<file path="config.mk">
export PLATFORM = sky130hd
export DESIGN_NAME = sensor_packet_framer
export DESIGN_NICKNAME = d
export VERILOG_FILES = /design/src/rtl/iot_sensor_pkg.sv /design/src/rtl/framer_checksum.sv /design/src/rtl/sensor_packet_framer.sv
export SDC_FILE = /design/constraint.sdc
export NUM_CORES = 1
export LEC_CHECK = 0
export CAP_MARGIN = 5
export CORE_MARGIN = 5
export CORE_UTILIZATION = 53
export DETAILED_ROUTE_END_ITERATION = 8
export PLACE_DENSITY = 0.9
export REMOVE_ABC_BUFFERS = 1
export SYNTH_ARGS = -nofsm -noshare
export SYNTH_HDL_FRONTEND = slang
export SYNTH_HIERARCHICAL = 1
export SYNTH_SLANG_ARGS = --single-unit
</file>
<file path="constraint.sdc">
create_clock -name clk -period 2.4 [get_ports clk]
set_clock_uncertainty 0.1 [all_clocks]
set_input_delay 0.48 -clock clk [delete_from_list [all_inputs] [get_ports clk]]
set_output_delay 0.48 -clock clk [all_outputs]
set_load 0.1 [all_outputs]
</file>
<file path="src/rtl/iot_sensor_pkg.sv">
// Shared types and constants for the IoT sensor pipeline.
// The framer's timestamp option is selected by the FRAMER_TIMESTAMP_EN macro.
package iot_sensor_pkg;

  // Sensor IDs as they come out of the arbiter
  localparam logic [1:0] SENSOR_TEMPERATURE = 2'd0;
  localparam logic [1:0] SENSOR_HUMIDITY    = 2'd1;
  localparam logic [1:0] SENSOR_MOTION      = 2'd2;

  // Packet length without the timestamp option, and with it
  localparam int PKT_LEN_BASE = 5;
  localparam int PKT_LEN_TS   = 7;

  // Framer byte states; TSH/TSL are only reachable with timestamps enabled
  typedef enum logic [2:0] {
    IDLE,
    HDR,
    IDB,
    DHI,
    DLO,
    TSH,
    TSL,
    CHK
  } framer_state_t;

  // Second packet byte: sequence number in the top nibble, sensor ID at the bottom
  function automatic logic [7:0] id_seq_byte(input logic [3:0] seq, input logic [1:0] id);
    return {seq, 2'b00, id};
  endfunction

endpackage

</file>
<file path="src/rtl/framer_checksum.sv">
// Running packet checksum (byte-wise XOR).
// Kept behind a clear/update/value interface so a CRC can replace it without
// touching the framer FSM.
module framer_checksum (
  input  logic       clk,
  input  logic       rst,
  input  logic       clear,
  input  logic       update,
  input  logic [7:0] din,
  output logic [7:0] value
);

  logic [7:0] acc;

  // Clear restarts the sum; a simultaneous update seeds it with the first byte
  always_ff @(posedge clk) begin
    if (rst) begin
      acc <= 8'h00;
    end else if (clear) begin
      acc <= update ? din : 8'h00;
    end else if (update) begin
      acc <= acc ^ din;
    end
  end

  assign value = acc;

endmodule

</file>
<file path="src/rtl/sensor_packet_framer.sv">
// Wraps arbitrated 16-bit sensor samples into byte packets:
//   SYNC, {seq,2'b00,id}, data[15:8], data[7:0], [ts[15:8], ts[7:0]], checksum
// Define FRAMER_TIMESTAMP_EN to add the two timestamp bytes (7-byte packets).
//
// Handshakes: a transfer happens on a rising edge where valid && ready are both
// high. in_ready depends on registered state and enable only. tx_valid, once
// raised, stays high until the checksum byte transfers, and tx_data/tx_last
// hold steady while the byte is stalled.
module sensor_packet_framer
  import iot_sensor_pkg::*;
#(
  parameter logic [7:0] SYNC_BYTE = 8'hA5
) (
  input  logic        clk,
  input  logic        rst,
  input  logic        enable,
  input  logic [15:0] in_data,
  input  logic [1:0]  in_id,
  input  logic        in_valid,
  output logic        in_ready,
  output logic [7:0]  tx_data,
  output logic        tx_valid,
  input  logic        tx_ready,
  output logic        tx_last,
  output logic        busy,
  output logic [15:0] pkt_count
);

  framer_state_t state, state_next;

  logic [15:0] data_hold;
  logic [1:0]  id_hold;
  logic [3:0]  seq;

  logic        accept;
  logic        advance;
  logic        load;
  logic        done;
  logic [7:0]  byte_next;
  logic        valid_next;
  logic        last_next;
  logic [7:0]  chk_value;

`ifdef FRAMER_TIMESTAMP_EN
  logic [15:0] ts_cnt;
  logic [15:0] ts_hold;

  // Free-running cycle counter, wraps naturally at 16'hFFFF
  always_ff @(posedge clk) begin
    if (rst) begin
      ts_cnt <= 16'h0000;
    end else begin
      ts_cnt <= ts_cnt + 16'd1;
    end
  end
`endif

  assign in_ready = (state == IDLE) && enable;
  assign accept   = in_valid && in_ready;
  assign advance  = tx_valid && tx_ready;
  assign busy     = (state != IDLE);

  // Next state and the next byte to present; load marks bytes fed to the checksum
  always_comb begin
    state_next = state;
    byte_next  = tx_data;
    valid_next = tx_valid;
    last_next  = tx_last;
    load       = 1'b0;
    done       = 1'b0;
    case (state)
      IDLE: begin
        if (accept) begin
          state_next = HDR;
          byte_next  = SYNC_BYTE;
          valid_next = 1'b1;
          last_next  = 1'b0;
          load       = 1'b1;
        end
      end
      HDR: begin
        if (advance) begin
          state_next = IDB;
          byte_next  = id_seq_byte(seq, id_hold);
          load       = 1'b1;
        end
      end
      IDB: begin
        if (advance) begin
          state_next = DHI;
          byte_next  = data_hold[15:8];
          load       = 1'b1;
        end
      end
      DHI: begin
        if (advance) begin
          state_next = DLO;
          byte_next  = data_hold[7:0];
          load       = 1'b1;
        end
      end
`ifdef FRAMER_TIMESTAMP_EN
      DLO: begin
        if (advance) begin
          state_next = TSH;
          byte_next  = ts_hold[15:8];
          load       = 1'b1;
        end
      end
      TSH: begin
        if (advance) begin
          state_next = TSL;
          byte_next  = ts_hold[7:0];
          load       = 1'b1;
        end
      end
      TSL: begin
        if (advance) begin
          state_next = CHK;
          byte_next  = chk_value;
          last_next  = 1'b1;
        end
      end
`else
      DLO: begin
        if (advance) begin
          state_next = CHK;
          byte_next  = chk_value;
          last_next  = 1'b1;
        end
      end
`endif
      CHK: begin
        if (advance) begin
          state_next = IDLE;
          valid_next = 1'b0;
          last_next  = 1'b0;
          done       = 1'b1;
        end
      end
      default: begin
        state_next = IDLE;
        valid_next = 1'b0;
        last_next  = 1'b0;
      end
    endcase
  end

  // State register
  always_ff @(posedge clk) begin
    if (rst) begin
      state <= IDLE;
    end else begin
      state <= state_next;
    end
  end

  // Registered byte stream outputs
  always_ff @(posedge clk) begin
    if (rst) begin
      tx_data  <= 8'h00;
      tx_valid <= 1'b0;
      tx_last  <= 1'b0;
    end else begin
      tx_data  <= byte_next;
      tx_valid <= valid_next;
      tx_last  <= last_next;
    end
  end

  // Sample capture on accept; sequence and packet counters on completion
  always_ff @(posedge clk) begin
    if (rst) begin
      data_hold <= 16'h0000;
      id_hold   <= 2'd0;
      seq       <= 4'd0;
      pkt_count <= 16'h0000;
`ifdef FRAMER_TIMESTAMP_EN
      ts_hold   <= 16'h0000;
`endif
    end else begin
      if (accept) begin
        data_hold <= in_data;
        id_hold   <= in_id;
`ifdef FRAMER_TIMESTAMP_EN
        ts_hold   <= ts_cnt;
`endif
      end
      if (done) begin
        seq <= seq + 4'd1;
        if (pkt_count != 16'hFFFF) begin
          pkt_count <= pkt_count + 16'd1;
        end
      end
    end
  end

  framer_checksum u_checksum (
    .clk    (clk),
    .rst    (rst),
    .clear  (accept),
    .update (load),
    .din    (byte_next),
    .value  (chk_value)
  );

endmodule

</file>
; Word-level counts from Yosys, hierarchy flattened
; Cells that the tools add are included.
[word_totals]
ff_bits = 59
latchBits = 0
mem_bits_rw = 0
rom_bits = 0
in_bits = 23
output_inout_bits = 28
wordCells = 64
n_memories = 0
[classes]
n_addsub = 2
multipliers = 0
n_div = 0
n_lt_le_gt_ge = 0
n_eq_ne = 12
n_shift = 0
mux = 26
bitwise = 3
reduce_logical = 12
[ops]
columns = cell, count
row1 = $mux 8, 8
row2 = $pmux 8 s5, 1
row3 = $mux 3, 6
row4 = $pmux 3 s6, 1
row5 = $add 16x1->16 const B, 1
row6 = $ne 16x16->1 const B, 1
row7 = $ne 2x2->1 const B, 6
row8 = $xor 8x8->8, 1
row9 = $mux 1, 7
row10 = $eq 3x2->1 const B, 2
row11 = $eq 3x3->1 const B, 2
row12 = $reduce_and 6->1, 1
row13 = $add 4x1->4 const B, 1
row14 = $pmux 1 s4, 1
row15 = $reduce_and 4->1, 1
row16 = $reduce_or 4->1, 1
row17 = $eq 3x1->1 const B, 1
row18 = $logic_and 1x1->1, 3
row19 = $logic_not 3->1, 1
row20 = $pmux 1 s3, 1
row21 = $reduce_and 3->1, 1
row22 = $reduce_bool 3->1, 1
row23 = $reduce_or 3->1, 1
row24 = $not 1->1, 2
row25 = 3 further kinds, 3

; Logic depth before layout (Yosys ltp)
; Gate-level depths: netlist of run 1.
[logic_depth]
word_depth = 8
ltp_mapped = 10
depth_no_buf = 7

; Hierarchy
; The synthesis of run 1 kept the hierarchy.
[modules_own_cells]
columns = module, n_inst, cells_per_inst, area_each_um2, seq_area_each_um2
row1 = sensor_packet_framer, 1, 339, 2691.3, 1021.0
row2 = framer_checksum, 1, 42, 366.6, 160.2

; Least setup slack after synthesis of run 1
; OpenSTA, ideal clock, no wires.
[synth_path]
path_type = flip-flop to flip-flop
startpoint = reg pkt_count[0]
endpoint = reg pkt_count[1]
setup_time_ps = 71
t_arrival_ps = 2422
required_ps = 2229
setup_slack_ps = -193
path_stages_with_launch = 8
n_path_buf = 2
synth_period_minus_slack_ps = 2593
cell_sequence = dfxtp_1 > ha_1 > nand4_1 > nor4_1 > buf_2 > buf_2 > o21ai_0 > a21oi_1
[synth_via]
elab_chain_len = 2
elab_cells_between_ends = 3
cone_classes = 1 x add/sub / 1 x eq/ne / 1 x reduce/logical
[synth_rtl]
columns = element, line
row1 = from (decl), sensor_packet_framer.sv:26  ; output logic [15:0] pkt_count
row2 = from (signal assigned), sensor_packet_framer.sv:192  ; pkt_count <= pkt_count + 16'd1;
row3 = "parallel branches: the longest is 2 deep, another holds $add 16x1->16", -
; Several ways; the timed one is not identified.
; A chain may end at the register's enable or synchronous reset.

; Final worst setup path of run 1
[layout_path]
startpoint = reg state[1]
endpoint = reg u_checksum.acc[5], in the netlist u_checksum/value[5]
[layout_via]
elab_chain_len = 8
elab_cells_between_ends = 17
cone_classes = 4 x eq/ne / 7 x mux / 1 x bitwise / 5 x reduce/logical
[layout_rtl]
columns = element, line
row1 = from (decl), sensor_packet_framer.sv:29  ; framer_state_t state, state_next;
row2 = from (signal assigned), sensor_packet_framer.sv:154  ; state <= state_next;
row3 = $logic_not 3->1, "sensor_packet_framer.sv:58, sensor_packet_framer.sv:71"
row4 = $logic_and 1x1->1, sensor_packet_framer.sv:58  ; assign in_ready = (state == IDLE) && enable;
row5 = $logic_and 1x1->1, sensor_packet_framer.sv:59  ; assign accept = in_valid && in_ready;
row6 = $mux 8, sensor_packet_framer.sv:73  ; if (accept) begin
row7 = $pmux 8 s5 *, sensor_packet_framer.sv:71  ; case (state)
row8 = net byte_next[5], sensor_packet_framer.sv:39  ; logic [7:0] byte_next;
row9 = $xor 8x8->8, framer_checksum.sv:22  ; acc <= acc ^ din;
row10 = $mux 8, framer_checksum.sv:21  ; end else if (update) begin
row11 = $mux 8 *, framer_checksum.sv:19  ; end else if (clear) begin
row12 = to (signal assigned), framer_checksum.sv:20  ; acc <= update ? din : 8'h00;
row13 = to (signal assigned), framer_checksum.sv:22
row14 = to (decl), framer_checksum.sv:13  ; logic [7:0] acc;
; The timed path passes the listed nets; every way through them passes the cells marked *. The select of a mux whose other input is x is not followed.

==> results.py, run 1 <==
metrics = {
    "grt": {
        "grt_max_degree": 30,
        "met1_usage_pct": 29.0,
        "busiest_layer": "met2",
        "grt_pass1_wl_um": 13600,
        "met3_usage_pct": 7.01,
        "antenna_found_initial": 0,
        "grt_use_met2_pct": 36.4,
        "grt_overflow": 0,
        "grt_use_total_pct": 23.0,
        "grt_pass1_vias": 2870,
    },
    "power_and_ir_drop": {
        "irDropWorstVdd_v": 0.000345,
        "swShare_pct": 28.4,
        "share_comb_of_total_power_pct": 16.4,
        "p_switching_w": 0.000612,
        "cellLeakagePower_nw": 1.51,
        "p_int_w": 0.00154,
        "power_density_nw_per_um2": 552,
        "p_seq_share_pct": 48.1,
        "clockPowerShare_pct": 35.5,
    },
    "place": {
        "globalplace.congestion": 0.942,
        "dp_hpwl_um": 5920,
        "portBuffers": 50,
        "dp_slack_ns": 0.0171,
    },
    "timing": {
        "period_share_pct": 93.5,
        "maxSlewHeadroom_pct": 64.1,
        "setup_viol": 0,
        "setup_slack_ns": 0.156,
        "timing.final.crit_period_ns": 2.24,
        "finalHoldViolations": 0,
        "drv_slew": 0,
        "finalSetupTns_ns": 0,
        "tightest_slew_ns": 0.538,
        "fmax_mhz": 446,
        "grt_setup_unrepaired": "no",
    },
    "logic_synthesis": {
        "synth_commonest_cells": "nand2_1, dfxtp_1, a21oi_1",
        "post-synth-top-count-cell": "nand2_1",
        "synth_top_cell_by_area": "dfxtp_1",
        "synth.distinct_cells": 55,
        "synthCells": 381,
        "async_reset_ff_share_pct": 0,
        "yosysTopAreaCellShare_pct": 38.6,
        "synth_edf_count": 0,
        "ys_seq_elements": 59,
        "ys_seq_area_share_pct": 38.6,
        "syn_avg_cell_area_um2": 8.03,
        "ys.flop_type": "dfxtp_1",
        "synth_warnings": 6,
        "ys_top_cells_by_area": "dfxtp_1, nand2_1, a21oi_1",
        "syn_area_um2": 3060,
    },
    "setup_path": {
        "worstSetupEndpointType": "flop",
        "cp-start-kind": "flop",
        "cp_data_required_time_ns": 2.53,
        "worstPathArrival_ns": 2.37,
        "path_max_fanout": 12,
        "critical_path_class": "reg2reg",
    },
    "drt": {
        "drt-wirelength-per-cell_um": 15.8,
        "viasPerCell": 5.95,
        "dr.pass1.iters": 5,
        "vias": 3116,
        "antenna_left": 0,
        "drt_iter0_drc": 236,
        "drt-total-wl_um": 8290,
        "remaining_drc_errors": 0,
    },
    "die": {
        "die_w_um": 86.0,
        "num_rows": 27,
        "die_area_um2": 7390,
        "start_util_pct": 54.9,
        "core_um2": 5570,
        "die_h_um": 86.0,
        "ios": 51,
    },
    "hold_path": {
        "hp-class": "reg2reg",
    },
    "clock_tree": {
        "cts_resized": 0,
        "cts_sinks": 59,
        "cts_tree": "built",
        "clkLatencyLatePin_ns": 0.34,
        "hold_buffers": 0,
        "htreeDepth": 3,
        "numCtsBuffers": 9,
        "clk_pin_slew_ns": 0.07,
        "clock_path_buffers": 2,
        "root_buffer": "clkbuf_8",
        "cts_setup_buffers": 0,
    },
    "cells_and_area": {
        "antenna_cells": 0,
        "drive_gt1_share_pct": 21.0,
        "postLayoutCoreUtil_pct": 70.0,
        "syn_to_final_growth_pct": 27.7,
        "nets": 473,
    },
    "status": {
        "status": "completed",
    },
    "job": {
        "max_cap_viol_count": 0,
    },
}
worst max-delay path: stages, from the launching register on:
cell	delay, ns
dfxtp_1	0.66
buf_4	0.24
mux2_2	0.33
a22oi_1	0.22
o2111ai_1	0.19
o21a_1	0.15
nand2_1	0.07
xnor2_1	0.12
nor2_1	0.06
area by class of cell:
class | count | area (um^2)
Clock inverter | 3 | 15.0
Multi-Input combinational cell | 289 | 1740
Clock buffer | 12 | 145
Fill cell | 435 | 1670
Timing Repair Buffer | 84 | 718
Tap cell | 72 | 90.1
Sequential cell | 59 | 1180
Inverter | 5 | 18.8
sequential cells by signal, indices dropped and copies added, names as in the netlist:
name	flops
id_hold	2
data_hold	16
pkt_count	16
u_checksum/value	8
state	3
tx_last	1
tx_data	8
seq	4
tx_valid	1
cell usage in the layout (no fill, tap or decap), drive strengths merged, types with 7 or more instances in the layout:
master	synthesis	routed
nand2	66	66
buf	15	63
dfxtp	59	59
a21oi	44	44
clkdlybuf4s50	0	21
nor2	20	20
o21ai	15	15
clkbuf	13	12
o31ai	10	10
xnor2	10	10
nand4	10	10
nand2b	10	10
nand3	9	9
or4	9	9
nor2b	7	7
stage by stage:
step                std cells  power, W  instance area, um^2  hold slack (ns)
global placement          509   0.00140                 3740            0.342
finish                    524   0.00216                 3900            0.356
detailed placement        509   0.00141                 3740            0.348
CTS                       524   0.00216                 3900            0.357
global route              524   0.00225                 3900            0.369
floorplan                 353   0.00125                 2920            0.326
power by group through the flow:
stage | Combinational, W | Clock (W) | Sequential [W]
finish | 0.000353 | 0.000765 | 0.00104
global route | 0.000376 | 0.000833 | 0.00104
CTS | 0.000350 | 0.000775 | 0.00104
detailed placement | 0.000349 | 0 | 0.00106
global placement | 0.000341 | 0 | 0.00106
floorplan | 0.000132 | 0 | 0.00112
path summary, 6_finish.rpt:
path,startpoint,to,slack (ns),depth (start not counted)
max reg2reg,state[1]$_SDFFE_PP0P_,u_checksum/value[5]$_SDFFE_PP0P_,0.16,8
min reg2reg,data_hold[0]$_SDFFE_PP0P_,data_hold[0]$_SDFFE_PP0P_,0.36,2
max,state[1]$_SDFFE_PP0P_,u_checksum/value[5]$_SDFFE_PP0P_,0.16,8
min,data_hold[0]$_SDFFE_PP0P_,data_hold[0]$_SDFFE_PP0P_,0.36,2
per-layer routing:
metal	wire (um)	vias to the layer above
li1	-	1503
met1	3470	1474
met2	4080	119
met3	584	20
met4	155	0
met5	0	-
cells by family after synthesis:
| family | Yosys count | share of synthesized area (%) |
|---|---|---|
| compound gates | 103 | 21.2 |
| buf+inv | 33 | 4.99 |
| mux | 9 | 3.11 |
| flops | 59 | 38.6 |
| xor+xnor | 12 | 3.44 |
| fa+ha+maj | 2 | 0.818 |
| simple gates | 163 | 27.8 |
Note: power is estimated with default switching activity, not from simulation.
==> inputs of run 2 (changes only) <==
--- a/config.mk
+++ b/config.mk
@@ -7,9 +7,10 @@
 export LEC_CHECK = 0
 export CAP_MARGIN = 5
 export CORE_MARGIN = 5
-export CORE_UTILIZATION = 53
+export CORE_UTILIZATION = 40
+export CTS_CLUSTER_SIZE = 8
 export DETAILED_ROUTE_END_ITERATION = 8
-export PLACE_DENSITY = 0.9
+export PLACE_DENSITY = 0.75
 export REMOVE_ABC_BUFFERS = 1
 export SYNTH_ARGS = -nofsm -noshare
 export SYNTH_HDL_FRONTEND = slang
==> constraint.sdc (replaced) <==
create_clock -name clk -period 2 [get_ports clk]
set_clock_uncertainty 0.1 [all_clocks]
set_input_delay 0.4 -clock clk [delete_from_list [all_inputs] [get_ports clk]]
set_output_delay 0.4 -clock clk [all_outputs]
set_load 0.1 [all_outputs]
==> results.py, run 2 (same netlist as run 1, synthesis figures left out) <==
metrics = {
    "status": {
        "status": "completed",
    },
    "drt": {
        "remaining_drc_errors": 0,
        "dr.pass1.iters": 6,
        "drt-total-wl_um": 8820,
        "drt_iter0_drc": 237,
        "drt-wirelength-per-cell_um": 15.1,
        "viasPerCell": 5.59,
        "antenna_left": 0,
        "vias": 3266,
    },
    "power_and_ir_drop": {
        "p_switching_w": 0.000766,
        "clockPowerShare_pct": 37.5,
        "p_seq_share_pct": 44.6,
        "cellLeakagePower_nw": 1.78,
        "p_int_w": 0.00203,
        "power_density_nw_per_um2": 609,
        "irDropWorstVdd_v": 0.000533,
        "share_comb_of_total_power_pct": 18.0,
        "swShare_pct": 27.4,
    },
    "clock_tree": {
        "cts_tree": "built",
        "htreeDepth": 3,
        "clkLatencyLatePin_ns": 0.34,
        "clk_pin_slew_ns": 0.06,
        "numCtsBuffers": 9,
        "root_buffer": "clkbuf_8",
        "clock_path_buffers": 2,
        "cts_sinks": 59,
    },
    "timing": {
        "maxSlewHeadroom_pct": 67.7,
        "grt_setup_unrepaired": "yes",
        "fmax_mhz": 504,
        "finalHoldViolations": 0,
        "timing.final.crit_period_ns": 1.98,
        "setup_viol": 0,
        "drv_slew": 0,
        "setup_slack_ns": 0.0170,
        "period_share_pct": 99.2,
        "tightest_slew_ns": 0.484,
        "finalSetupTns_ns": 0,
        "hold_ws_ns": 0.356,
    },
    "die": {
        "core_um2": 7330,
        "ios": 51,
        "die_h_um": 97.4,
        "die_w_um": 97.4,
        "num_rows": 31,
        "die_area_um2": 9490,
        "start_util_pct": 41.7,
    },
    "setup_path": {
        "r2r_setup_slack_ns": 0.06,
        "worstSetupEndpointType": "output port",
        "slowest_delay_ns": 0.38,
        "worst-path-buf-inv": 3,
        "path_max_fanout": 7,
        "reg2reg_depth": 8,
        "cp_cell_sequence": "buf_6, nor3_4, buf_6, and2_4, buf_12",
        "crit_family": "buffers and inverters",
        "cpMaxStageDelayCell": "dfxtp_4",
        "critical_path_class": "reg2out",
        "worstPathArrival_ns": 1.48,
        "path_common_cell": "buf_6",
        "cp-start-kind": "flop",
        "cp_data_required_time_ns": 1.50,
        "path_depth": 5,
    },
    "grt": {
        "grt_pass1_vias": 3201,
        "antenna_found_initial": 0,
        "grt_max_degree": 25,
        "grt_overflow": 0,
        "grt_pass1_wl_um": 14700,
        "grt_use_total_pct": 18.5,
    },
    "cells_and_area": {
        "top_regs": "data_hold (16), pkt_count (16)",
        "nets": 505,
        "final_cell_mix": "nand2_1, buf_4, dfxtp_1, a21oi_1, buf_12",
        "antenna_cells": 0,
        "syn_to_final_growth_pct": 49.9,
        "postLayoutCoreUtil_pct": 62.5,
        "layout_commonest_cell": "nand2_1",
        "fillCellCount": 601,
        "drive_gt1_share_pct": 28.0,
    },
    "job": {
        "max_cap_viol_count": 0,
    },
    "place": {
        "portBuffers": 50,
        "globalplace.congestion": 0.870,
        "dp_slack_ns": -0.410,
        "dp_hpwl_um": 6430,
    },
    "hold_path": {
        "min_path_cells": 2,
        "hp-class": "reg2reg",
    },
}
-- run 2: area by class of cell --
cell class	instances	area [um^2]	area share [%]
Clock buffer	15	186	4.07
Clock inverter	1	5.00	0.109
Inverter	5	18.8	0.410
Multi-Input combinational cell	289	1780	38.9
Sequential cell	59	1190	25.9
Tap cell	99	124	2.70
Timing Repair Buffer	116	1280	28.0
-- run 2: power by group through the flow --
stage	combinational (W)	clock (W)	sequential, W
after floorplan	0.000158	0	0.00134
after global placement	0.000470	0	0.00127
after detailed placement	0.000478	0	0.00127
after CTS	0.000488	0.00106	0.00124
after global routing	0.000530	0.00111	0.00125
final	0.000501	0.00105	0.00124
-- run 2: metal layers --
| layer | vias up | global-route usage [%] | routed length [um] |
|---|---|---|---|
| met5 | - | 0 | 0 |
| met4 | 0 | 7.88 | 235 |
| met3 | 19 | 3.59 | 373 |
| met2 | 93 | 31.5 | 4480 |
| met1 | 1576 | 22.8 | 3730 |
| li1 | 1578 | - | - |
-- run 2: worst paths after layout --
kind,start,to
worst min-delay path,data_hold[12]$_SDFFE_PP0P_,data_hold[12]$_SDFFE_PP0P_
worst max register to register,state[0]$_SDFFE_PP0P_,u_checksum/value[2]$_SDFFE_PP0P_
worst max-delay path,state[0]$_SDFFE_PP0P_,in_ready
worst min register to register,data_hold[12]$_SDFFE_PP0P_,data_hold[12]$_SDFFE_PP0P_
-- run 2: tightest hold or removal path, cell delays in order, from the launching register on --
cell	delay, ns
dfxtp_1	0.31
nand2_1	0.05
a21oi_1	0.05
-- run 2: through the flow --
step / power, W / std cells / area (um^2)
after global routing: 0.00289 / 584 / 4580
after detailed placement: 0.00175 / 567 / 4320
after CTS: 0.00279 / 584 / 4540
after global placement: 0.00174 / 567 / 4320
after floorplan: 0.00150 / 353 / 2920
final: 0.00279 / 584 / 4580
-- run 2: repair_timing --
action                     CTS  global route
hold buffers                 0             0
setup endpoints to repair    6            11
pin swaps                    1             4
setup buffers                1             1
resized for setup            8             9
